--- src/rtl/dbg_port_master.sv ---
// rtl/dbg_port_master.sv - debug-port command master: command FIFO feeding a req/gnt/rvalid debug slave port
// Optional per-phase timeout is compiled in with DBG_PORT_MASTER_TIMEOUT_EN.
module dbg_port_master #(
    parameter int FIFO_DEPTH     = 4,
    parameter int TIMEOUT_CYCLES = 255
) (
    input  logic        clk_i,
    input  logic        rstn_i,
    input  logic        cmd_valid_i,
    output logic        cmd_ready_o,
    input  logic        cmd_we_i,
    input  logic [14:0] cmd_addr_i,
    input  logic [31:0] cmd_wdata_i,
    output logic        rsp_valid_o,
    input  logic        rsp_ready_i,
    output logic        rsp_we_o,
    output logic [31:0] rsp_rdata_o,
    output logic        rsp_err_o,
    output logic        debug_req_o,
    input  logic        debug_gnt_i,
    input  logic        debug_rvalid_i,
    output logic [14:0] debug_addr_o,
    output logic        debug_we_o,
    output logic [31:0] debug_wdata_o,
    input  logic [31:0] debug_rdata_i,
    output logic        busy_o
);
    localparam int PTR_W = $clog2(FIFO_DEPTH);
    localparam int CNT_W = PTR_W + 1;
    localparam logic [CNT_W-1:0] DEPTH_C = CNT_W'(FIFO_DEPTH);

    localparam logic [1:0] ST_IDLE    = 2'd0;
    localparam logic [1:0] ST_REQ     = 2'd1;
    localparam logic [1:0] ST_WAIT_RV = 2'd2;
    localparam logic [1:0] ST_RSP     = 2'd3;

    logic [14:0]      fifo_addr_q  [FIFO_DEPTH];
    logic             fifo_we_q    [FIFO_DEPTH];
    logic [31:0]      fifo_wdata_q [FIFO_DEPTH];
    logic [PTR_W-1:0] wr_ptr_q, rd_ptr_q;
    logic [CNT_W-1:0] count_q;

    logic [1:0]  state_q, state_d;
    logic [14:0] addr_q;
    logic        we_q;
    logic [31:0] wdata_q;
    logic [31:0] rdata_q, rdata_d;
    logic        err_q, err_d;
    logic        push, pop, tmo_hit;

    assign cmd_ready_o = (count_q < DEPTH_C);
    assign push        = cmd_valid_i && cmd_ready_o;
    assign pop         = (state_q == ST_IDLE) && (count_q != '0);

    always_ff @(posedge clk_i) begin
        if (push) begin
            fifo_addr_q[wr_ptr_q]  <= cmd_addr_i;
            fifo_we_q[wr_ptr_q]    <= cmd_we_i;
            fifo_wdata_q[wr_ptr_q] <= cmd_wdata_i;
        end
    end

    always_ff @(posedge clk_i or negedge rstn_i) begin
        if (!rstn_i) begin
            wr_ptr_q <= '0;
            rd_ptr_q <= '0;
            count_q  <= '0;
        end else begin
            if (push) wr_ptr_q <= wr_ptr_q + PTR_W'(1);
            if (pop)  rd_ptr_q <= rd_ptr_q + PTR_W'(1);
            if (push && !pop)      count_q <= count_q + CNT_W'(1);
            else if (!push && pop) count_q <= count_q - CNT_W'(1);
        end
    end

`ifdef DBG_PORT_MASTER_TIMEOUT_EN
    logic [15:0] tmo_cnt_q;

    assign tmo_hit = (tmo_cnt_q == 16'(TIMEOUT_CYCLES - 1));

    // Restarts on every phase change so REQ and WAIT_RV each get the full budget.
    always_ff @(posedge clk_i or negedge rstn_i) begin
        if (!rstn_i) begin
            tmo_cnt_q <= '0;
        end else if (state_d != state_q) begin
            tmo_cnt_q <= '0;
        end else if (state_q == ST_REQ || state_q == ST_WAIT_RV) begin
            tmo_cnt_q <= tmo_cnt_q + 16'd1;
        end
    end

    assign rsp_err_o = err_q;
`else
    logic unused_tmo;

    assign tmo_hit    = 1'b0;
    assign unused_tmo = ^{16'(TIMEOUT_CYCLES), err_q};
    assign rsp_err_o  = 1'b0;
`endif

    always_comb begin
        state_d = state_q;
        rdata_d = rdata_q;
        err_d   = err_q;
        case (state_q)
            ST_IDLE: begin
                if (count_q != '0) state_d = ST_REQ;
            end
            ST_REQ: begin
                if (debug_gnt_i) begin
                    state_d = ST_WAIT_RV;
                end else if (tmo_hit) begin
                    state_d = ST_RSP;
                    rdata_d = '0;
                    err_d   = 1'b1;
                end
            end
            ST_WAIT_RV: begin
                if (debug_rvalid_i) begin
                    state_d = ST_RSP;
                    rdata_d = we_q ? 32'h0 : debug_rdata_i;
                    err_d   = 1'b0;
                end else if (tmo_hit) begin
                    state_d = ST_RSP;
                    rdata_d = '0;
                    err_d   = 1'b1;
                end
            end
            default: begin
                if (rsp_ready_i) state_d = ST_IDLE;
            end
        endcase
    end

    always_ff @(posedge clk_i or negedge rstn_i) begin
        if (!rstn_i) begin
            state_q <= ST_IDLE;
            addr_q  <= '0;
            we_q    <= 1'b0;
            wdata_q <= '0;
            rdata_q <= '0;
            err_q   <= 1'b0;
        end else begin
            state_q <= state_d;
            rdata_q <= rdata_d;
            err_q   <= err_d;
            if (pop) begin
                addr_q  <= fifo_addr_q[rd_ptr_q];
                we_q    <= fifo_we_q[rd_ptr_q];
                wdata_q <= fifo_wdata_q[rd_ptr_q];
            end
        end
    end

    assign debug_req_o   = (state_q == ST_REQ);
    assign debug_addr_o  = addr_q;
    assign debug_we_o    = we_q;
    assign debug_wdata_o = wdata_q;
    assign rsp_valid_o   = (state_q == ST_RSP);
    assign rsp_we_o      = we_q;
    assign rsp_rdata_o   = rdata_q;
    assign busy_o        = (count_q != '0) || (state_q != ST_IDLE);

endmodule

--- config.mk ---
export PLATFORM = sky130hd
export DESIGN_NAME = dbg_port_master
export DESIGN_NICKNAME = d
export VERILOG_FILES = /design/src/rtl/dbg_port_master.sv
export SDC_FILE = /design/constraint.sdc
export NUM_CORES = 1
export LEC_CHECK = 0
export CAP_MARGIN = 10
export CORE_UTILIZATION = 48
export DETAILED_ROUTE_END_ITERATION = 8
export PLACE_DENSITY = 0.8
export SLEW_MARGIN = 40
export SYNTH_ARGS = -nofsm -noshare
export SYNTH_HDL_FRONTEND = slang
export SYNTH_SLANG_ARGS = --single-unit
--- constraint.sdc ---
create_clock -name clk_i -period 2.2 [get_ports clk_i]
set_input_delay 0.33 -clock clk_i [delete_from_list [all_inputs] [get_ports clk_i]]
set_output_delay 0.33 -clock clk_i [all_outputs]
set_load 0.005 [all_outputs]
* Word level (Yosys, flattened, before mapping)
Memory sizes are Yosys's and may differ from the RTL's. A register that Yosys moved wholly into a read port is not among the register bits.
Index checks and enable logic that the tools add are counted.
** Word-level totals
- Bits in registers :: 41
- Memory bits (writable) :: 192
- Bits of input ports :: 86
- Output and inout bits :: 86
- Word-level logic and storage cells :: 46
- Memories kept :: 3
** Memory list
- fifo_wdata_q :: words 4, width 32, read ports 1, clocked after memory_dff 1, write ports 1, RTL line 39 : logic [31:0] fifo_wdata_q [FIFO_DEPTH];
- fifo_addr_q :: words 4, width 15, read ports 1, clocked after memory_dff 1, write ports 1, RTL line 37 : logic [14:0] fifo_addr_q [FIFO_DEPTH];
- fifo_we_q :: words 4, width 1, read ports 1, clocked after memory_dff 1, write ports 1, RTL line 38 : logic fifo_we_q [FIFO_DEPTH];
** Cells by class
- Add/subtract/negate cells :: 4
- Order comparisons :: 1
- Equality and inequality tests :: 6
- Multiplexer cells :: 10
- Reductions and logical operators :: 17
** Operators with widths (count)
- $mux W32 :: 1
- $mux W2 :: 4
- $mux W3 :: 2
- $pmux W2 S3 :: 1
- $logic_not A1 Y1 :: 5
- $add A2 B1 Y2 const B :: 2
- $eq A2 B2 Y1 const B :: 2
- $logic_and A1 B1 Y1 :: 4
- $ne A2 B1 Y1 const B :: 2
- $reduce_and A4 Y1 :: 1
- $reduce_bool A2 Y1 :: 2
- $reduce_bool A4 Y1 :: 1
- $add A3 B1 Y3 const B :: 1
- $lt A3 B3 Y1 const B :: 1
- $reduce_bool A3 Y1 :: 1
- $sub A3 B1 Y3 const B :: 1
- $eq A2 B1 Y1 const B :: 1
- $logic_not A2 Y1 :: 1
- $mux W1 :: 2
- $ne A2 B2 Y1 const B :: 1
- $reduce_and A2 Y1 :: 1
- $logic_or A1 B1 Y1 :: 1

* Longest topological paths before layout
- Depth after elaboration :: 6
- Depth in mapped cells :: 11

* Worst setup path before layout
Ideal clock, no wire load.
- Path type :: reg2reg
- Start :: reg count_q[2]
- End :: mem fifo_addr_q[2][0] (enable)
- Arrival time :: 1.889 ns
- Required time :: 1.790 ns
- Slack :: -0.100 ns
- Stages on the path, launching flop included :: 4
- Buffers on the path :: 1
- Clock period less this slack :: 2.300 ns
- Path through :: dfrtp_1 -> nor2b_1 -> clkbuf_1 -> and2_1
** On the way
- Cells in the longest elaborated chain, start to end :: 4
** RTL lines
- start: declaration :: RTL line 41 : logic [CNT_W-1:0] count_q;
- start signal: assignment :: RTL line 71 : if (push && !pop) count_q <= count_q + CNT_W'(1);
- start signal: assignment :: RTL line 72 : else if (!push && pop) count_q <= count_q - CNT_W'(1);
- $lt A3 B3 Y1 :: RTL line 51 : assign cmd_ready_o = (count_q < DEPTH_C);
- $logic_and A1 B1 Y1 :: RTL line 52 : assign push = cmd_valid_i && cmd_ready_o;
- named net push :: RTL line 49 : logic push, pop, tmo_hit;
- $mux W1 :: RTL line 56 : if (push) begin
- $mux W1 (not written as such) :: RTL line 57 : fifo_addr_q[wr_ptr_q] <= cmd_addr_i;
- end: declaration :: RTL line 37
The timed path passes the listed nets, and every way through them passes these cells.

* Worst setup path in the final report
- Start :: reg state_q[0]
- End :: out debug_req_o
** On the way
- Cells in the longest elaborated chain, start to end :: 1
** RTL lines
- start: declaration :: RTL line 43 : logic [1:0] state_q, state_d;
- start signal: assignment :: RTL line 144 : state_q <= state_d;
- $eq A2 B1 Y1 :: RTL line 155 : assign debug_req_o = (state_q == ST_REQ);
- end: declaration :: RTL line 19 : output logic debug_req_o,
No other way between the ends.

==> qor.csv <==
stage;metric;value;unit
synthesis;yosysTopAreaCell;edfxtp_1;
sta;fmax;469.4;MHz
floorplanning;core;21760;um^2
grt;track_usage;18.83;%
synthesis;synth_cell_types;26;
synthesis;synthMostInstantiatedCell;edfxtp_1;
setup_path;worst-r2r-cell-count;8;
grt;overflow;0;
setup_path;max_stage_delay;470;ps
synthesis;syn_area;10640;um^2
sta;worst_slew_pin_slew;689.4;ps
floorplanning;start_util;48.90;%
placed_design;gp_congestion;0.8351;
clocking;clockBufferDepth;3;
floorplanning;die-area;22760;um^2
setup_path;crit_required;1870;ps
clocking;cts_sinks;281;
sta;fin_skew;19.94;ps
sta;setup_slack;69.60;ps
route;wl_per_cell;19.86;um
power_and_ir_drop;power_density;1346;nW/um^2
setup_path;setup.worst_path.start;state_q[0];
sta;setup_viol_count_final;0;
synthesis;synth_area_leaders;edfxtp_1, dfrtp_1, mux4_2, mux2_2, nand2b_1;
sta;slew_violations;0;
synthesis;syn_avg_cell_area;19.38;um^2
route;first_pass_iters;6;
setup_path;critPathArrivalTime;1800;ps
clocking;clk_pin_slew_worst_paths;60;ps
final_layout;area_growth;28.88;%
setup_path;cp.depth;3;
sta;finalCriticalPeriod;2130;ps
setup_path;crit_family;buffers and inverters;
grt;grt_max_degree;65;
final_layout;regArea;7999;um^2
setup_path;setup.worst_path.end_class;output port;
synthesis;async_flop_share;31.67;%
setup_path;cp_cell_sequence;buf_4 -> ha_1 -> clkdlybuf4s50_1;
setup_path;startpoint_type;flop;
placed_design;port_buffers;170;
grt;antenna_found_initial;2;
sta;slew_headroom;54.04;%
placed_design;post-place-ws;48.91;ps
route;drtIter0Drc;321;
run;maxCapViolations;0;
sta;tns;0;ps
final_layout;multiInputGateArea;2459;um^2
final_layout;nets;837;
clocking;cts_tree;done;
synthesis;synth.yosys.seq_area_share;75.13;%
route;ant_nets;0;
setup_path;r2r_start;count_q[2];
sta;rsz0062_at_grt;no;
power_and_ir_drop;ir_worst_vdd;0.9712;mV
setup_path;slowest_stage;clkdlybuf4s50_1;
setup_path;crit_type;reg2out;
sta;hold_viol_final;0;
synthesis;synth_edf_count;192;
placed_design;dp_hpwl;13480;um
final_layout;n_fill_cell;1507;
route;routed_wl;20720;um
grt;grt_pass1_wl;32110;um
synthesis;ys_ff_latch;281;
synthesis;synth-main-ff-cell;edfxtp_1;
clocking;cts_made_buffers;28;
clocking;h-tree-depth;1;
floorplanning;die_w;150.9;um
synthesis;synthTopCellsByCount;edfxtp_1, dfrtp_1, mux2_2;
synthesis;yosys_warnings;0;
final_layout;drive_above_1_share;22.70;%
setup_path;critPathMaxFanout;3;
sta;min_period_over_period;96.84;%
power_and_ir_drop;leakage;4.945;nW
setup_path;reg2reg_slack;300;ps
route;vias;5468;
status;status;complete, no violations;
clocking;cts_root_buf;clkbuf_16;
synthesis;post-synth-top-area-fraction;54.19;%
grt;grt_pass1_vias;5973;
synthesis;netlist_instances;549;
floorplanning;fp.dieH;150.9;um
setup_path;critPathBufInv;2;
route;drc;0;
min_path;min_path_type;in2async;
clocking;clk_latency;550;ps
synthesis;synth_nets;646;
floorplanning;io_pins;172;
route;via_per_inst;5.243;
floorplanning;fp-row-count;54;
## worst register-to-register path, delay by kind of cell, from the launching register on
family	cells	cell delay, ps
buf+inv	1	60
flops	1	410
simple gates	3	490
xor+xnor	2	310
fa+ha+maj	2	550
## kinds of logic (layout without fill, tap and decap cells)
kind of cell	after synthesis	in the layout	synth area share, %
DFF	281	281	75.13
AOI/OAI and AO/OA	35	35	1.705
and+or+nand+nor	78	78	3.681
buffers and inverters	38	251	2.046
other	1	2	0.03525
muxes	99	99	15.55
adders and majority gates	11	11	1.364
xor gates and xnor gates	6	6	0.4939
## layout make-up
class / count / area share (%)
repair buffers: 190 / 14.23
multi-input cells: 230 / 17.93
clock buffers: 33 / 5.320
flip-flops and latches: 281 / 58.34
diodes: 1 / 0.01825
clock inverters: 19 / 1.360
inverters: 9 / 0.2464
well taps: 280 / 2.555
## power by group
| group | internal (W) | total [W] | switching (W) |
|---|---|---|---|
| combinational | 0.00363 | 0.00610 | 0.00248 |
| sequential | 0.00706 | 0.00770 | 0.000639 |
| clock | 0.00273 | 0.00466 | 0.00193 |
| total | 0.0134 | 0.0185 | 0.00505 |
## state kept, by name (all words and copies together), names as in the netlist
| name | cells |
|---|---|
| state_q | 2 |
| fifo_wdata_q | 128 |
| fifo_addr_q | 60 |
| rsp_rdata_o | 32 |
| count_q | 3 |
| fifo_we_q | 4 |
| rd_ptr_q | 2 |
| debug_we_o | 1 |
| debug_wdata_o | 32 |
| debug_addr_o | 15 |
| wr_ptr_q | 2 |
## layout by cell type (no fill, tap or decap), drive strengths merged, types with 2 or more instances in the layout
master	synthesis	layout
xnor2	4	4
o21ai	33	33
and2	4	4
mux2	50	50
buf	17	20
clkinv	0	14
nand2b	33	33
clkdlybuf4s50	0	169
ha	10	10
clkbuf	12	33
nand2	36	36
edfxtp	192	192
mux4	48	48
xor2	2	2
bufinv	0	3
dfrtp	89	89
nor2	2	2
inv	9	10
## path summary, 6_finish.rpt
kind                                     end
max                              debug_req_o
min                          rsp_rdata_o[12]
max reg2reg                       count_q[2]
min reg2reg                   rsp_rdata_o[5]
max in group asynchronous  debug_wdata_o[23]
min in group clk_i            rsp_rdata_o[0]
## per-layer routing
metal / GRT usage [%] / part of all wire (%) / vias up
met4: 5.250 / 2.5 / 0
li1: - / - / 2465
met5: 0 / 0 / -
met3: 4.036 / 6.5 / 37
met2: 33.23 / 50 / 201
met1: 23.43 / 41 / 2765
## repair_timing
| action | 4_1_cts | 5_1_grt |
|---|---|---|
| endpoints found under the setup margin | 3 | 1 |
| hold buffers | 1 | 0 |
| gates resized for setup | 3 | 2 |
| setup buffers | 2 | 0 |
| endpoints found under the hold margin | 45 | 0 |
## stage by stage
stage,utilization (%),instances,instance area [um^2],hold WS (ps),total power (W)
floorplan,-,549,10640,34.41,0.01116
global placement,58.60,987,12750,386.1,0.01362
detailed placement,58.60,987,12750,389.1,0.01392
CTS,62.99,1042,13700,354.5,0.01870
global route,63.01,1042,13710,383.8,0.01948
finish,63.03,1043,13710,365.3,0.01846
Note: power is estimated with default switching activity, not from simulation.
